$ cat config.mk
export PLATFORM = sky130hd
export DESIGN_NAME = tx_frame_serializer_flat
export DESIGN_NICKNAME = d
export VERILOG_FILES = /design/src/rtl/tx_frame_serializer_if.sv /design/src/rtl/tx_frame_serializer.sv /design/src/flat_wrapper.sv
export SDC_FILE = /design/constraint.sdc
export NUM_CORES = 1
export LEC_CHECK = 0
export CAP_MARGIN = 10
export CORE_ASPECT_RATIO = 1.25
export CORE_MARGIN = 5
export CORE_UTILIZATION = 45
export CTS_CLUSTER_SIZE = 28
export DETAILED_ROUTE_END_ITERATION = 8
export PLACE_DENSITY = 0.69
export SLEW_MARGIN = 20
export SYNTH_ARGS = -nofsm -noshare
export SYNTH_HDL_FRONTEND = slang
export SYNTH_SLANG_ARGS = --single-unit
$ cat constraint.sdc
create_clock -name clk_in -period 3.2 [get_ports clk_in]
set_input_delay 0.48 -clock clk_in [delete_from_list [all_inputs] [get_ports clk_in]]
set_output_delay 0.48 -clock clk_in [all_outputs]
set_load 0.02 [all_outputs]
$ cat src/rtl/tx_frame_serializer_if.sv
// Word handshake between a producer and tx_frame_serializer.
interface tx_frame_serializer_if #(
    parameter int unsigned DATA_W = 8
);
    logic [DATA_W-1:0] data_in;
    logic              data_valid;
    logic              data_ready;

    modport master (output data_in, output data_valid, input data_ready);
    modport slave  (input data_in, input data_valid, output data_ready);
endinterface

$ cat src/rtl/tx_frame_serializer.sv
// Serializes one word per frame (preamble, start, data, [parity], stop) on bit-clock ticks.
// Optional even-parity bit after the data field when TX_PARITY_EN is defined.
module tx_frame_serializer #(
    parameter int unsigned           DATA_W     = 8,
    parameter int unsigned           PREAMBLE_W = 8,
    parameter logic [PREAMBLE_W-1:0] PREAMBLE   = 8'hAA
) (
    input  logic                 clk_in,
    input  logic                 rst_n,
    input  logic                 bit_clk_in,
    tx_frame_serializer_if.slave bus,
    output logic                 tx_out,
    output logic                 busy,
    output logic                 frame_done
);

    localparam int unsigned MAX_W = (PREAMBLE_W > DATA_W) ? PREAMBLE_W : DATA_W;
    localparam int unsigned CNT_W = (MAX_W > 1) ? $clog2(MAX_W) : 1;

    // State names the field emitted on the next tick; PRE before its first tick is the post-accept wait.
    localparam logic [2:0] S_IDLE  = 3'd0;
    localparam logic [2:0] S_PRE   = 3'd1;
    localparam logic [2:0] S_START = 3'd2;
    localparam logic [2:0] S_DATA  = 3'd3;
`ifdef TX_PARITY_EN
    localparam logic [2:0] S_PAR   = 3'd4;
`endif
    localparam logic [2:0] S_STOP  = 3'd5;

    logic [2:0]        state_q, state_d;
    logic [CNT_W-1:0]  cnt_q, cnt_d;
    logic [DATA_W-1:0] shreg_q, shreg_d;
    logic              tx_q, tx_d;
    logic              busy_q, busy_d;
    logic              done_q, done_d;
    logic              ready_q, ready_d;
    logic              bit_clk_q;
    logic              tick_c;
    logic              accept_c;
`ifdef TX_PARITY_EN
    logic              parity_q, parity_d;
`endif

    assign tick_c   = bit_clk_in & ~bit_clk_q;
    assign accept_c = bus.data_valid & ready_q;

    always_ff @(posedge clk_in or negedge rst_n) begin
        if (!rst_n) begin
            state_q   <= S_IDLE;
            cnt_q     <= '0;
            shreg_q   <= '0;
            tx_q      <= 1'b0;
            busy_q    <= 1'b0;
            done_q    <= 1'b0;
            ready_q   <= 1'b0;
            bit_clk_q <= 1'b0;
`ifdef TX_PARITY_EN
            parity_q  <= 1'b0;
`endif
        end else begin
            state_q   <= state_d;
            cnt_q     <= cnt_d;
            shreg_q   <= shreg_d;
            tx_q      <= tx_d;
            busy_q    <= busy_d;
            done_q    <= done_d;
            ready_q   <= ready_d;
            bit_clk_q <= bit_clk_in;
`ifdef TX_PARITY_EN
            parity_q  <= parity_d;
`endif
        end
    end

    // Next-state: everything except the handshake advances only on a tick.
    always_comb begin
        state_d = state_q;
        cnt_d   = cnt_q;
        shreg_d = shreg_q;
        tx_d    = tx_q;
        busy_d  = busy_q;
        done_d  = 1'b0;
        ready_d = (state_q == S_IDLE) && !accept_c;
`ifdef TX_PARITY_EN
        parity_d = parity_q;
`endif
        case (state_q)
            S_IDLE: begin
                if (accept_c) begin
                    shreg_d = bus.data_in;
                    cnt_d   = CNT_W'(PREAMBLE_W - 1);
                    busy_d  = 1'b1;
                    tx_d    = 1'b0;
                    state_d = S_PRE;
`ifdef TX_PARITY_EN
                    parity_d = ^bus.data_in;
`endif
                end
            end
            S_PRE: begin
                if (tick_c) begin
                    tx_d = PREAMBLE[cnt_q];
                    if (cnt_q == '0) begin
                        state_d = S_START;
                    end else begin
                        cnt_d = cnt_q - CNT_W'(1);
                    end
                end
            end
            S_START: begin
                if (tick_c) begin
                    tx_d    = 1'b1;
                    cnt_d   = CNT_W'(DATA_W - 1);
                    state_d = S_DATA;
                end
            end
            S_DATA: begin
                if (tick_c) begin
                    tx_d    = shreg_q[DATA_W-1];
                    shreg_d = shreg_q << 1;
                    if (cnt_q == '0) begin
`ifdef TX_PARITY_EN
                        state_d = S_PAR;
`else
                        state_d = S_STOP;
`endif
                    end else begin
                        cnt_d = cnt_q - CNT_W'(1);
                    end
                end
            end
`ifdef TX_PARITY_EN
            S_PAR: begin
                if (tick_c) begin
                    tx_d    = parity_q;
                    state_d = S_STOP;
                end
            end
`endif
            S_STOP: begin
                if (tick_c) begin
                    tx_d    = 1'b0;
                    done_d  = 1'b1;
                    busy_d  = 1'b0;
                    state_d = S_IDLE;
                end
            end
            default: begin
                state_d = S_IDLE;
                tx_d    = 1'b0;
                busy_d  = 1'b0;
            end
        endcase
    end

    assign tx_out         = tx_q;
    assign busy           = busy_q;
    assign frame_done     = done_q;
    assign bus.data_ready = ready_q;

endmodule
$ cat src/flat_wrapper.sv
// flat-port wrapper written by rule: the top's interface ports become plain ports
module tx_frame_serializer_flat 
#(
    parameter int unsigned           DATA_W     = 8,
    parameter int unsigned           PREAMBLE_W = 8,
    parameter logic [PREAMBLE_W-1:0] PREAMBLE   = 8'hAA
)
  (clk_in, rst_n, bit_clk_in, tx_out, busy, frame_done, bus_data_in, bus_data_valid, bus_data_ready);
  tx_frame_serializer_if #(.DATA_W(DATA_W)) bus_i ();
  input  logic clk_in;
  input  logic rst_n;
  input  logic bit_clk_in;
  output logic tx_out;
  output logic busy;
  output logic frame_done;
  input wire logic [$bits(bus_i.data_in)-1:0] bus_data_in;
  input wire logic [$bits(bus_i.data_valid)-1:0] bus_data_valid;
  output wire logic [$bits(bus_i.data_ready)-1:0] bus_data_ready;
  assign bus_i.data_in = bus_data_in;
  assign bus_i.data_valid = bus_data_valid;
  assign bus_data_ready = bus_i.data_ready;
  tx_frame_serializer #(.DATA_W(DATA_W), .PREAMBLE_W(PREAMBLE_W), .PREAMBLE(PREAMBLE)) u_core (.clk_in(clk_in), .rst_n(rst_n), .bit_clk_in(bit_clk_in), .bus(bus_i), .tx_out(tx_out), .busy(busy), .frame_done(frame_done));
endmodule
Word level (Yosys, flattened, before mapping)
Memories as Yosys holds them, arrays and structs flattened.
Index checks and enable logic that the tools add are counted.

operators by class
  add/sub/neg operators = 1
  $lt $le $gt $ge = 1
  eq/ne operators = 13
  mux-type cells = 27
  bitwise gates (word level) = 4
  reductions and logical operators = 13

operator list
  kind                                                                      number
  3-bit two-way mux                                                         11
  8-bit two-way mux                                                         2
  2-bit by 1-bit inequality test with 1-bit output (second input constant)  8
  8-bit case mux with 2 select lines                                        1
  3-bit case mux with 5 select lines                                        1
  5-bit AND reduction                                                       2
  1-bit two-way mux                                                         9
  3-bit case mux with 3 select lines                                        1
  7-bit AND reduction                                                       1
  3-bit by 2-bit equality test with 1-bit output (second input constant)    2
  3-bit logical NOT                                                         2
  3-bit AND reduction                                                       2
  1-bit case mux with 5 select lines                                        1
  3-bit by 4-bit < comparator with 1-bit output (second input constant)     1
  3-bit by 1-bit equality test with 1-bit output (second input constant)    1
  3-bit equality test (second input constant)                               1
  1-bit case mux with 3 select lines                                        1
  3-bit nonzero test                                                        1
  3-bit OR reduction                                                        1
  3-bit by 1-bit subtractor with 3-bit output (second input constant)       1
  1-bit bitwise AND                                                         2
  2-bit inequality test (second input constant)                             1
  1-bit inverter                                                            2
  2-bit nonzero test                                                        1
  other kinds (3)                                                           3

word-level totals
  flip-flop bits (word level) = 19
  bits in read-only memories = 8
  bits of input ports = 12
  logic and storage cells = 68
  memories kept = 1

memories
  name              depth  bits a word  read ports  clocked after memory_dff  wr ports  line                        text
  (name not given)  8      1            1           0                         0         tx_frame_serializer.sv:102  tx_d = PREAMBLE[cnt_q];

Longest topological paths before layout
  word-level depth = 4
  depth in mapped cells = 6
  depth with buffers taken out = 6

Worst setup path after synthesis
OpenSTA, ideal clock, no wires.

  kind = input port to flip-flop
  start point = input port bit_clk_in
  end point = register u_core.tx_q (netlist: u_core.tx_out)
  library setup time = 125 ps
  data arrival time = 1,305 ps
  required time = 3,075 ps
  path slack = 1,770 ps
  stages on the path = 4
  path buffers = 0
  cells stage by stage = nor2b_1 a21oi_1 a21oi_1 mux2_2

between the ends
  cells in the longest elaborated chain, start to end = 3
  elaborated cells on any way between the ends = 6
  those cells by class = 4 x eq/ne; 1 x bitwise; 1 x reduce/logical

ends and longest elaborated chain
  element                                                            line                       text
  from (decl)                                                        flat_wrapper.sv:12         input logic bit_clk_in;
  1-bit bitwise AND *                                                tx_frame_serializer.sv:44  assign tick_c = bit_clk_in & ~bit_clk_q;
  2-bit by 1-bit inequality test with 1-bit output (no source line)  --
  5-bit AND reduction (no source line) *                             --
  to (signal assigned)                                               tx_frame_serializer.sv:64  tx_q <= tx_d;
  to (decl)                                                          tx_frame_serializer.sv:33  logic tx_q, tx_d;

Mark *: on every way between the ends. The rest lies on a longest branch, timed or not.
A chain may end at the register's enable or synchronous reset.

Worst setup path after layout
Ends and elaborated chain as after synthesis.

==> impl_metrics.tcl <==
set metrics [dict create \
    cp-end-kind "register" \
    cts_hold_buffers 0 \
    fin_nets 126 \
    final_area_um2 1160 \
    crit_buf_inv 1 \
    fillers 205 \
    criticalPathCategory "input pin to register" \
    arrival_ps 2030 \
    worstHoldStart "u_core.tx_out" \
    ys_seq_area_share_pct 48.2 \
    io_pins 16 \
    die_h_um 62.4 \
    status "completed" \
    hold_viol 0 \
    syn2layout_area_growth_pct 17.6 \
    syn_area_per_cell_um2 10.3 \
    antenna_found_initial 0 \
    antennaDiodeCount 0 \
    p_leak_nw 0.509 \
    clk_path_buf_depth 2 \
    globalplace.congestion 0.816 \
    grt_most_used_layer "met2" \
    numClockSinks 19 \
    clkLatencyLatePin_ps 300 \
    vias_per_cell 5.54 \
    min_path_cells 1 \
    yosysTopAreaCell "dfrtp_1" \
    overflow 0 \
    layout-drive-gt1-share_pct 9.01 \
    first_pass_iters 4 \
    vias 731 \
    slew_violations 0 \
    min_period_ps 1830 \
    netlist_area_um2 987 \
    route.detailed.drc 0 \
    core-area_um2 2140 \
    dieArea_um2 3240 \
    power_density_nw_per_um2 795 \
    regArea_um2 475 \
    start_util_pct 46.1 \
    met3_usage_pct 3.59 \
    clkSlewWorstSetupHoldPaths_ps 100 \
    cp_slowest_cell "clkdlybuf4s50_1" \
    cts_root_buf "clkbuf_4" \
    max_freq_mhz 545 \
    routedWlPerCell_um 13.8 \
    critPathMostFrequentCell "a21oi_1" \
    r2r_start "u_core.state_q[0]" \
    yosys_register_bits 19 \
    synthCells 96 \
    setup_violations 0 \
    crit_path_start_kind "input pin" \
    r2r-end "u_core.shreg_q[0]" \
    post_cts_buffers 0 \
    ant_nets 0 \
    rr_worst_depth 4 \
    ys_types 31 \
    drt_iter0_drc 23 \
    postRouteWirelength_mm 1.82 \
    crit_family "buffers and inverters" \
    power_mw 0.923 \
    crit_fanout 7 \
    gr-usage-met1_pct 14.3 \
    slew_headroom_pct 46.1 \
    syn_nets 110 \
    grt_max_degree 20 \
    ctsResizeCount 0 \
    r2r_slack_ps 1410 \
    grt_pass1_wl_mm 3.20 \
    cts_tree "yes" \
    final_common_cell "dfrtp_1" \
    rows 19 \
    required_ps 3390 \
    drv_cap 0 \
    portBuffers 15 \
    track_usage_pct 12.6 \
    clock_skew_ps 8.96 \
    post-route-period-util_pct 57.3 \
    multi_input_area_um2 460 \
    cts_buffers 3 \
    grt_use_met2_pct 21.2 \
    final_cell_mix "19 x dfrtp_1, 15 x clkdlybuf4s50_1, 12 x a21oi_1" \
    fp.dieW_um 51.9 \
    dp_hpwl_mm 1.37 \
    synth_top_area_share_pct 48.2 \
    hp-class "register to register" \
    tns_ps 0 \
    cts_htree_levels 1 \
    synth_area_leaders "dfrtp_1 48%, mux2i_1 8.1%, a21oi_1 6.1%" \
    path_cells "clkdlybuf4s50_1 > nor2b_1 > a21oi_1 > a21oi_1 > mux2_2" \
    placed_cell_area_um2 1130 \
    vdd_drop_max_mv 0.460 \
    cpPeakStageDelay_ps 560 \
    rsz0062_at_grt "false" \
    worstMarginPinSlew_ps 806 \
    grt_pass1_vias 752 \
    yosys_warnings 0 \
    min_to "u_core.tx_out" \
]
## per-stage QoR
stage	hold WS, ps	std cells	worst slack [ps]	util (%)
final	519	132	1370	54.3
after global routing	556	132	1240	54.3
after CTS	528	132	1350	54.3
after detailed placement	505	128	1050	53.0
after global placement	505	128	1090	53.0
after floorplan	184	96	1770	-
## cell usage after synthesis
master / instances
a211oi_2: 1
a211oi_4: 1
a21oi_1: 12
a21oi_2: 2
a221o_1: 1
a22oi_1: 1
a32oi_1: 1
and2_1: 1
and2b_1: 2
and3_1: 1
buf_2: 2
buf_4: 1
buf_6: 1
dfrtp_1: 19
ha_1: 2
inv_1: 6
mux2_2: 1
mux2i_1: 8
nand2_1: 2
nand2_2: 1
nand2b_1: 1
nand3_1: 4
nand4b_4: 1
nor2_1: 11
nor2b_1: 2
nor3_1: 2
o21ai_0: 5
o22ai_1: 1
or2_1: 1
or3_1: 1
xor2_1: 1
## flip-flops by register name (all words and copies together), names as in the netlist
signal,flops
u_core.shreg_q,8
u_core.tx_out,1
u_core.cnt_q,3
u_core.bit_clk_q,1
u_core.frame_done,1
u_core.busy,1
u_core.bus.data_ready,1
u_core.state_q,3
## routing by layer
metal	up-vias	part of all wire, %
li1	366	-
met1	346	41
met2	14	51
met3	5	5.6
met4	0	1.9
met5	-	0
## worst register-to-register path, delay by kind of cell (launching register included)
family	cells	cell delay, ps
flops	1	550
simple gates	2	460
compound gates	2	690
## cells by family after synthesis
group                      share of synthesized area, %
and+or+nand+nor                                    17.0
AOI/OAI and AO/OA                                  17.0
DFF                                                48.2
buffers and inverters                              5.20
muxes                                              9.25
adders and majority gates                          2.53
xor gates and xnor gates                          0.887
## worst max path at each step
stage / startpoint / to / slack [ps] / depth (start not counted)
2_1_floorplan: bit_clk_in / u_core.tx_out / 1770 / 4
3_3_place_gp: bit_clk_in / u_core.tx_out / 1090 / 5
3_5_place_dp: bit_clk_in / u_core.shreg_q[0] / 1050 / 4
4_1_cts: bit_clk_in / u_core.shreg_q[0] / 1350 / 5
5_1_grt: u_core.state_q[0] / u_core.shreg_q[0] / 1240 / 4
6_report: bit_clk_in / u_core.tx_out / 1370 / 5
## final cells by class
cell class	count	share of cell area (%)
clock buffers	4	2.26
inverters	6	1.94
multi-input cells	67	39.7
flip-flops and latches	19	40.9
well taps	21	2.26
repair buffers	15	12.9
## power breakdown
group	switching, mW	internal [mW]	total [mW]	leakage (nW)
clock network	0.0689	0.0486	0.117	0.0150
logic	0.208	0.184	0.392	0.273
registers	0.0825	0.331	0.414	0.221
(Power assumes the default switching activity.)
